`src/rtl/pixel_fb_writer.sv`:
```
// Pixel sink: clip (x,y), map to linear address, queue in a 4-entry FIFO, write to framebuffer.
// Latency: accept at edge N -> mem_req high after edge N+1; 1 pixel/cycle sustained with mem_ack high.
// Backpressure: pix_ready low while the FIFO is full; mem_req holds addr/data stable until mem_ack.
module pixel_fb_writer #(
  parameter int unsigned H_RES   = 640,
  parameter int unsigned V_RES   = 480,
  parameter int unsigned COLOR_W = 8,
  parameter int unsigned ADDR_W  = 19
) (
  input  logic               clk,
  input  logic               reset_n,
  input  logic               pix_valid,
  output logic               pix_ready,
  input  logic [9:0]         pix_x,
  input  logic [9:0]         pix_y,
  input  logic [COLOR_W-1:0] pix_color,
  input  logic               pix_last,
  output logic               mem_req,
  input  logic               mem_ack,
  output logic [ADDR_W-1:0]  mem_addr,
  output logic [COLOR_W-1:0] mem_wdata,
  output logic               busy,
  output logic               done,
  output logic [15:0]        clip_cnt
);

  typedef struct packed {
    logic [ADDR_W-1:0]  addr;
    logic [COLOR_W-1:0] color;
    logic               last;
    logic               drop;
  } entry_t;

  typedef enum logic {IDLE, REQ} state_t;

  entry_t     fifo_mem [4];
  logic [1:0] wr_ptr;
  logic [1:0] rd_ptr;
  logic [2:0] count;
  state_t     state;
  state_t     next_state;
  entry_t     in_entry;
  entry_t     head;
  logic       clipped;
  logic       accept;
  logic       push;
  logic       pop;
  logic       done_set;
  logic       next_head_vld;
  logic       next_head_drop;

  assign clipped   = (32'(pix_x) >= H_RES) || (32'(pix_y) >= V_RES);
  assign pix_ready = (count != 3'd4);
  assign accept    = pix_valid && pix_ready;
  // Clipped non-last pixels vanish; a clipped last pixel still travels as a
  // drop marker so done stays ordered behind every earlier write.
  assign push      = accept && (!clipped || pix_last);

  assign head      = fifo_mem[rd_ptr];
  assign mem_req   = (state == REQ);
  assign mem_addr  = head.addr;
  assign mem_wdata = head.color;
  assign busy      = (count != 3'd0) || (state == REQ);

  // The entry that will sit at the head after a pop: the second slot if it
  // holds data, otherwise the pixel being pushed this very cycle.
  assign next_head_vld  = (count >= 3'd2) || push;
  assign next_head_drop = (count >= 3'd2) ? fifo_mem[rd_ptr + 2'd1].drop : clipped;

  // Build the FIFO entry for the incoming pixel.
  always_comb begin
    in_entry = '0;
    if (clipped) begin
      in_entry.last = 1'b1;
      in_entry.drop = 1'b1;
    end else begin
      in_entry.addr  = ADDR_W'(pix_y) * ADDR_W'(H_RES) + ADDR_W'(pix_x);
      in_entry.color = pix_color;
      in_entry.last  = pix_last;
    end
  end

  // FIFO storage, circular pointers and occupancy.
  always_ff @(posedge clk or negedge reset_n) begin
    if (!reset_n) begin
      wr_ptr <= 2'd0;
      rd_ptr <= 2'd0;
      count  <= 3'd0;
      for (int i = 0; i < 4; i++) fifo_mem[i] <= '0;
    end else begin
      if (push) begin
        fifo_mem[wr_ptr] <= in_entry;
        wr_ptr           <= wr_ptr + 2'd1;
      end
      if (pop) rd_ptr <= rd_ptr + 2'd1;
      case ({push, pop})
        2'b10:   count <= count + 3'd1;
        2'b01:   count <= count - 3'd1;
        default: count <= count;
      endcase
    end
  end

  // Saturating count of every accepted pixel that fell off screen.
  always_ff @(posedge clk or negedge reset_n) begin
    if (!reset_n) begin
      clip_cnt <= 16'd0;
    end else if (accept && clipped && (clip_cnt != 16'hFFFF)) begin
      clip_cnt <= clip_cnt + 16'd1;
    end
  end

  // Write FSM state register and registered done pulse.
  always_ff @(posedge clk or negedge reset_n) begin
    if (!reset_n) begin
      state <= IDLE;
      done  <= 1'b0;
    end else begin
      state <= next_state;
      done  <= done_set;
    end
  end

  // Write FSM next-state: retire drop markers in IDLE, stream writes in REQ.
  always_comb begin
    next_state = state;
    pop        = 1'b0;
    done_set   = 1'b0;
    case (state)
      IDLE: begin
        if (count != 3'd0) begin
          if (head.drop) begin
            pop      = 1'b1;
            done_set = head.last;
          end else begin
            next_state = REQ;
          end
        end
      end
      REQ: begin
        if (mem_ack) begin
          pop      = 1'b1;
          done_set = head.last;
          if (next_head_vld && !next_head_drop) next_state = REQ;
          else                                  next_state = IDLE;
        end
      end
      default: next_state = IDLE;
    endcase
  end

endmodule
```
`config.mk`:
```
export PLATFORM = sky130hd
export DESIGN_NAME = pixel_fb_writer
export DESIGN_NICKNAME = d
export VERILOG_FILES = /design/src/rtl/pixel_fb_writer.sv
export SDC_FILE = /design/constraint.sdc
export NUM_CORES = 1
export LEC_CHECK = 0
export CAP_MARGIN = 5
export CORE_UTILIZATION = 55
export DETAILED_ROUTE_END_ITERATION = 12
export DONT_BUFFER_PORTS = 1
export HOLD_SLACK_MARGIN = 0.1
export PLACE_DENSITY = 0.73
export RECOVER_POWER = 25
export SYNTH_ARGS = -nofsm -noshare
export SYNTH_HDL_FRONTEND = slang
export SYNTH_SLANG_ARGS = --single-unit
```
`constraint.sdc`:
```
create_clock -name clk -period 2.2 [get_ports clk]
set_clock_uncertainty 0.1 [all_clocks]
set_input_delay 0.66 -clock clk [delete_from_list [all_inputs] [get_ports clk]]
set_output_delay 0.66 -clock clk [all_outputs]
set_load 0.005 [all_outputs]
```
After elaboration in Yosys (flattened, before gate mapping)
Index checks and enable logic that the tools add are counted.
Widths: inputs -> output; s select.
Storage, ports and cells
  bits in registers: 141
Operators by class
  add/subtract/negate cells: 6
  multipliers: 1
  order comparisons: 7
  equal/unequal tests: 4
  muxes and demuxes: 27
  bitwise operators: 4
  reductions and logical operators: 14
Operators by type and width (count)
  $bmux 29 s2: 2
  $bwmux 116: 1
  $mux 29: 3
  $demux 29 s2: 1
  $mux 27: 1
  $add 19x10->19: 1
  $add 16x1->16 const B: 1
  $ne 16x16->1 const B: 1
  $mux 1: 15
  $mul 10x3->12 const B: 1
  $ge 10x10->1 const B: 1
  $ge 10x9->1 const B: 1
  $ge 3x3->1 const B: 3
  $not 2->3: 3
  $logic_and 1x1->1: 6
  $pmux 1 s2: 3
  $pmux 3 s2: 1
  $add 2x1->2 const B: 2
  $logic_or 1x1->1: 4
  $add 3x1->3 const B: 1
  $ge 3x2->1 const B: 1
  $lt 3x1->1 const B: 1
  $ne 3x3->1 const B: 1
  $reduce_bool 3->1: 1
  6 further kinds: 7

Logic depth before layout (Yosys ltp)
  word-level depth: 11
  depth in mapped cells: 12

Worst setup path before layout
No wires, ideal clock.
  kind: in2reg
  start point: in pix_y[1]
  end point: reg fifo_mem[115] in the netlist's numbering
  library setup time: 130 ps
  arrival: 2828 ps
  data required time: 1970 ps
  slack: -858 ps
  stages: 10
  path buffers: 0
  path through: ha_1 ha_1 fa_1 a21o_2 a221oi_2 xnor2_1 nand4b_1 nor3b_2 xnor2_1 o21ai_0
Between the ends
  cells in the longest elaborated chain, start to end: 5
RTL lines
  start, declared: RTL line 15  | input logic [9:0] pix_y,
  branches (longest 5 deep; another with $add 19x10->19)
  end signal, assigned by index: RTL line 92  | fifo_mem[wr_ptr] <= in_entry;
  end, declared: RTL line 36  | entry_t fifo_mem [4];
Several ways; the timed one is not identified.
A chain may end at the register's enable or synchronous reset.

Worst setup path after layout
  start point: in pix_y[1]
  end point: reg fifo_mem[57] in the netlist's numbering
Same word-level chain as after synthesis.

==> metrics <==
status complete, but fails checks; failing checks hold timing, setup timing; Worst Path Buf+Inv 0; crit path max fanout 4; highest routed layer met4; Worst-Margin Slew about 0.44 ns; WL/cell between 15 and 20 um; final worst slack -0.422 ns; R2R Path Start rd_ptr[0]; met1 wire length a little over 6000 um; IR drop worst, VDD 0.585 mV; Flop pwr share 0.374; clock root buffer clkbuf_16; initial antenna violation count 0; Pwr Total approximately 11 mW; layout cells sized above 1 0.276; clk slew on worst S/H paths approximately 0.060 ns; Die Span Y around 110 um; final instance area 0.00836 mm2; Hold Crit Class input pin to async pin; commonest non-fill, non-tap cells in the layout dfrtp_1, nand2_1, o21ai_0; hpwl dp between 9000 and 10000 um; Register-to-Register Path Depth 9; Clk pwr share 0.284; r2r setup slk -0.10 ns; Met2 Wirelength 7860 um; fin crit share 1.19; vias per cell approximately 5.7; critical path, cell by cell ha_4 -> ha_4 -> fa_2 -> a21o_4 -> a221oi_4 -> xnor2_2 -> nand4b_1 -> nor3b_2 -> xnor2_2 -> o21ai_1; Net count, final approximately 720; Max Cap Violations 0; Max Fclk 0.381 GHz; met3 wire length approximately 760 um; first-pass GRT wire length about 25000 um; commonest non-fill, non-tap cell in the layout dfrtp_1; mean post-synth cell area roughly 11 um2; FFs w/ async S/R, synth 1.00; core area 0.0121 mm2; Slew Limit Fails 0; CP max stage cell fa_2; RSZ-0062 raised after global routing true; sequential fraction of the synthesis area 0.517; Synth Warn # 0; leakage between 3 and 4 nW; cell count after synthesis about 600; Clk Latency, worst-skew pair approximately 0.42 ns; Place WS -0.817 ns; Starting Density 0.565; CTS Sinks 141; Net Count, Synth 670; Pwr Density 1290 mW/mm2; CTS buffer count 17; Finish-stage setup viols 57; row count 40; crit path capture type register; placed inst area between 0.007 and 0.008 mm2; P&R area growth vs syn 22.6%; port bufs 0; cell-internal power 7.44 mW; Arr. time, crit path 2.82 ns; Post-synth EDFFs 0; P_sw approximately 3.4 mW; final wirelength roughly 15000 um; Sw Share 0.310; gpl congestion around 0.87; Slew headroom 0.709; Critical Path Start Type input pin; First DRT Iteration DRCs about 360; Final Hold Viols 141; residual DRC count 0; antenna-violating nets left 0; Post-Syn Area slightly below 0.007 mm2; FF-to-FF End count[2]; CTS tree yes; Combinational Power Share 0.341; Yosys cell types 46; Hold Slack -0.161 ns; required time worst endpoint between 2 and 2.5 ns; vias in the first global route 4967; CTS H-tree depth 4; #FFs+latches synth roughly 140; GRT Residual Overflow 0; kind of critical path input pin to register; Die X roughly 110 um; CP delay by family, top adder cells; IO Count 80; maximum root-to-sink buffer count 2; dominant synthesized flop cell dfrtp_1; Inst Count DP ~800; Non-Filler Instances between 800 and 900; Die ar. approximately 0.013 mm2; Slowest Stage Delay on Critical Path ~0.35 ns; 1st-pass router iterations 4; largest net degree at the start of global routing 142; clock period minus worst slack 2.62 ns; via count 4785; Total GRT Usage 0.251; ANT cells 0
==> per-stage QoR <==
stage	hold WS (ns)	util	setup TNS [ns]
after floorplan	0.264	-	-13.25
after global placement	0.269	0.609	-29.46
after detailed placement	0.268	0.609	-31.20
after CTS	-0.171	0.680	-10.70
after global routing	-0.178	0.693	-15.55
final	-0.161	0.693	-12.50
==> registers in the layout, indices dropped and copies added, names as in the netlist <==
name / flops
fifo_mem: 116
wr_ptr: 2
count: 3
clip_cnt: 16
mem_req: 1
rd_ptr: 2
done: 1
==> area by class of cell <==
type | instances | area [um2]
sequential | 141 | 3530
tap | 168 | 210
timing repair buffer | 59 | 564
fill | 825 | 3700
clock buffer | 18 | 439
inverter | 7 | 26.3
multi-input combinational | 430 | 3400
clock inverter | 12 | 195
==> synth_stat cells (4+ instances only) <==
library cell | count | area [um2]
dfrtp_1 | 141 | 3530
nand2_1 | 135 | 507
o21ai_0 | 98 | 490
mux4_2 | 30 | 676
ha_1 | 25 | 313
mux2_2 | 21 | 236
xnor2_1 | 20 | 175
nor2_1 | 18 | 67.6
clkbuf_1 | 17 | 63.8
xor2_1 | 14 | 123
buf_2 | 10 | 50.1
nand3_1 | 9 | 45.0
a21oi_1 | 7 | 35.0
inv_1 | 7 | 26.3
nand4_1 | 6 | 37.5
nor3_1 | 4 | 20.0
==> cells by family (layout without fill, tap and decap cells) <==
| kind of cell | after synthesis | after routing | share of synthesized area |
|---|---|---|---|
| AOI/OAI and AO/OA | 121 | 121 | 0.0963 |
| DFF | 141 | 141 | 0.517 |
| muxes | 52 | 52 | 0.135 |
| and+or+nand+nor | 195 | 195 | 0.130 |
| adders and majority gates | 28 | 28 | 0.0547 |
| buffers and inverters | 38 | 96 | 0.0233 |
| xor gates and xnor gates | 34 | 34 | 0.0437 |
==> layer usage <==
metal  track usage  up-vias
met1         0.315     2411
li1              -     2226
met2         0.427      122
met4        0.0904        0
met5             0        -
met3        0.0605       26
==> power groups by stage <==
stage | clock [mW] | sequential, mW | combinational, mW
floorplan | 0 | 3.90 | 2.41
global placement | 0 | 4.00 | 3.08
detailed placement | 0 | 4.07 | 3.19
CTS | 3.10 | 4.04 | 3.59
global route | 3.21 | 4.15 | 4.05
finish | 3.07 | 4.04 | 3.68
==> worst reg2reg max path: cells and delay by family (launching register included) <==
kind | cells | cell delay [ns]
fa+ha+maj | 2 | 0.34
compound gates | 1 | 0.26
simple gates | 1 | 0.07
buf+inv | 2 | 0.18
xor+xnor | 2 | 0.31
mux | 1 | 0.52
flops | 1 | 0.40
==> worst max path at each step <==
stage               startpoint       endpoint  slack, ns  cells after the start
floorplan             pix_y[1]  fifo_mem[115]      -0.74                     10
global placement      pix_y[1]  fifo_mem[115]      -0.78                     10
detailed placement    pix_y[1]   fifo_mem[57]      -0.82                     10
CTS                   pix_y[1]   fifo_mem[85]      -0.36                     10
global route          pix_y[1]   fifo_mem[57]      -0.48                     10
finish                pix_y[1]   fifo_mem[57]      -0.42                     10
==> timing repair <==
item / 4_1_cts / 5_1_grt
gates cloned: 3 / 0
resized for setup: 17 / 26
endpoints found under the hold margin: 141 / 141
endpoints found under the setup margin: 56 / 57
buffers inserted: 7 / 4
pin swaps: 20 / 19
Note: power is estimated with default switching activity, not from simulation.
==> patch, RTL diff (same flow settings) <==
Register the output `clip_cnt` once more, cleared by the reset; this adds one clock of latency there. The other outputs are not delayed to match.
--- a/src/rtl/pixel_fb_writer.sv
+++ b/src/rtl/pixel_fb_writer.sv
@@ -33,4 +33,6 @@
 
   typedef enum logic {IDLE, REQ} state_t;
+
+  logic [15:0] clip_cnt_s0;
 
   entry_t     fifo_mem [4];
@@ -105,7 +107,7 @@
   always_ff @(posedge clk or negedge reset_n) begin
     if (!reset_n) begin
-      clip_cnt <= 16'd0;
-    end else if (accept && clipped && (clip_cnt != 16'hFFFF)) begin
-      clip_cnt <= clip_cnt + 16'd1;
+      clip_cnt_s0 <= 16'd0;
+    end else if (accept && clipped && (clip_cnt_s0 != 16'hFFFF)) begin
+      clip_cnt_s0 <= clip_cnt_s0 + 16'd1;
     end
   end
@@ -150,3 +152,11 @@
   end
 
+  always_ff @(posedge clk or negedge reset_n) begin
+    if (!reset_n) begin
+      clip_cnt <= '0;
+    end else begin
+      clip_cnt <= clip_cnt_s0;
+    end
+  end
+
 endmodule
Formal check against the unedited RTL: not equivalent (Yosys sat finds a counterexample within 4 cycles, from zero or initial values and one cycle with reset_n low).
==> patch against the unedited design <==
The run still ends with negative hold slack, negative setup slack left. Critical path depth stayed put. Sequential share of layout area is 1.5 points higher. Critical path type unchanged. Sequential cell count rose by 16. Setup slack lost 0.23 ns. Routed wire length up 15%. Power rose by 4.9%. Via count rose by 9.3%. Fmax shrank 8.2%. Final area is 7.6% higher. Core utilization up 1.4 points. Die area rose by 6.4%. Area after synthesis up 6.5%. Largest power group unchanged.
==> patch: results (changes against the unedited design) <==
stage,metric,value,unit,change
clock_network,post-CTS sizing,24,,+7
route,WL final,17.3,mm,+15%
placed_design,post-DP HPWL,10.7,mm,+13%
pwr,net switching power,3.86,mW,+15%
clock_network,setup bufs post-CTS,11,,+4
pwr,comb pwr,4.00,mW,+8.7%
placed_design,Post-Place Cell Area,8060,um^2,+9.7%
route,DRT Pass-1 Iters,6,,+2
synthesis,Synth Area in Adders,5.13,%,-0.33 points
pwr,Leak Pwr,4.16,nW,+11%
route,sum of routed wire segments on met1,6.95,mm,+14%
pwr,Clk pwr share,24.8,%,-3.6 points
synthesis,post-synthesis mux area share,12.5,%,-1.0 points
finish,NumNets Final,770,,+7.4%
placed_design,pre-CTS WS,-1.03,ns,-0.217 ns
finish,Largest regs,"fifo_mem (116), clip_cnt (16), clip_cnt_s0 (16)",,
route,total number of vias,5231,,+9.3%
synthesis,Synth area leaders,"dfrtp_1 54%, mux4_2 8.7%, nand2_1 7.0%",,
sta,post-route setup TNS,-16.87,ns,-4.36 ns
critical_path,CP max stage delay,0.52,ns,+0.17 ns
sta,Final WS setup,-0.657,ns,-0.235 ns
synthesis,XOR/XNOR share of the synthesized area,3.38,%,-0.99 points
global_route,met2 global-route usage,47.3,%,+4.6 points
global_route,first-pass GRT wire length,27.1,mm,+9.6%
global_route,all-layer global routing usage,27.0,%,+1.9 points
placed_design,placed cell count,851,,+7.6%
critical_path,R2R depth,11,,+2
synthesis,syn nets,698,,+4.2%
placed_design,Port Buffers,0,,unchanged
critical_path,Crit path arrival time,3.06,ns,+0.24 ns
finish,Post-Layout Cell Count,894,,+7.1%
critical_path,CP max-delay cell,or4b_4,,
global_route,pin count of the biggest net entering global routing,158,,+11%
global_route,vias in the first global route,5488,,+10%
synthesis,Commonest cells post-synth,"157 x dfrtp_1, 136 x nand2_1, 96 x o21ai_0",,
synthesis,sequential fraction of the synthesis area,54.1,%,+2.4 points
synthesis,Synth Area in Compound Gates,10.4,%,+0.74 points
global_route,met1 Use GR,31.5,%,about the same
synthesis,Mean Syn Cell Area,11.4,um^2,+1.8%
placed_design,GP Congestion,0.899,,+3.4%
sta,worst hold slack,-0.175,ns,-0.0148 ns
sta,# setup viols final,53,,-7.0%
pwr,sequential share of power,39.9,%,+2.5 points
route,met3 routed WL,898,um,+19%
synthesis,post-synth cell types,50,,+8.7%
sta,Final Hold Fails,157,,+11%
route,Iter 0 DRT Violations,288,,-20%
finish,fraction of layout cells with a size suffix above 1,28.9,%,+1.4 points
finish,Layout fillers,888,,+7.6%
sta,Worst slew margin,66.7,%,-4.2 points
outcome,failing checks,"negative hold slack, negative setup slack",,
outcome,status,finished with violations,,
route,met2 wire len,9.08,mm,+16%
pwr,Max VDD drop,630,uV,+7.7%
==> patch: cell count changes after synthesis, sizes merged, moves of 3 or more <==
cell   delta
dfrtp    +16
xor2      -3
nand3     +4
xnor2     -3
o21ai     -4
a21oi     +4
o31ai     +5
==> patch: how the worst max path moves through the flow <==
stage                          endpoint  slack, ns  depth (start not counted)  startpoint
final                      fifo_mem[57]      -0.66                         10    pix_y[1]
after global routing       fifo_mem[57]      -0.73                         10    pix_y[1]
after CTS                  fifo_mem[55]      -0.59                         10    pix_y[1]
after detailed placement   fifo_mem[55]      -1.03                         10    pix_y[1]
after global placement    fifo_mem[115]      -0.99                         10    pix_y[1]
after floorplan           fifo_mem[115]      -0.99                          9    pix_y[1]
==> patch: final cells by class <==
type,count,area (um^2),share of cell area [%]
inverters,7,28.8,0.320
multi-input cells,440,3380,37.6
clock inverters,15,145,1.61
repair buffers,86,873,9.71
clock buffers,17,425,4.73
flip-flops and latches,157,3930,43.7
well taps,172,215,2.39
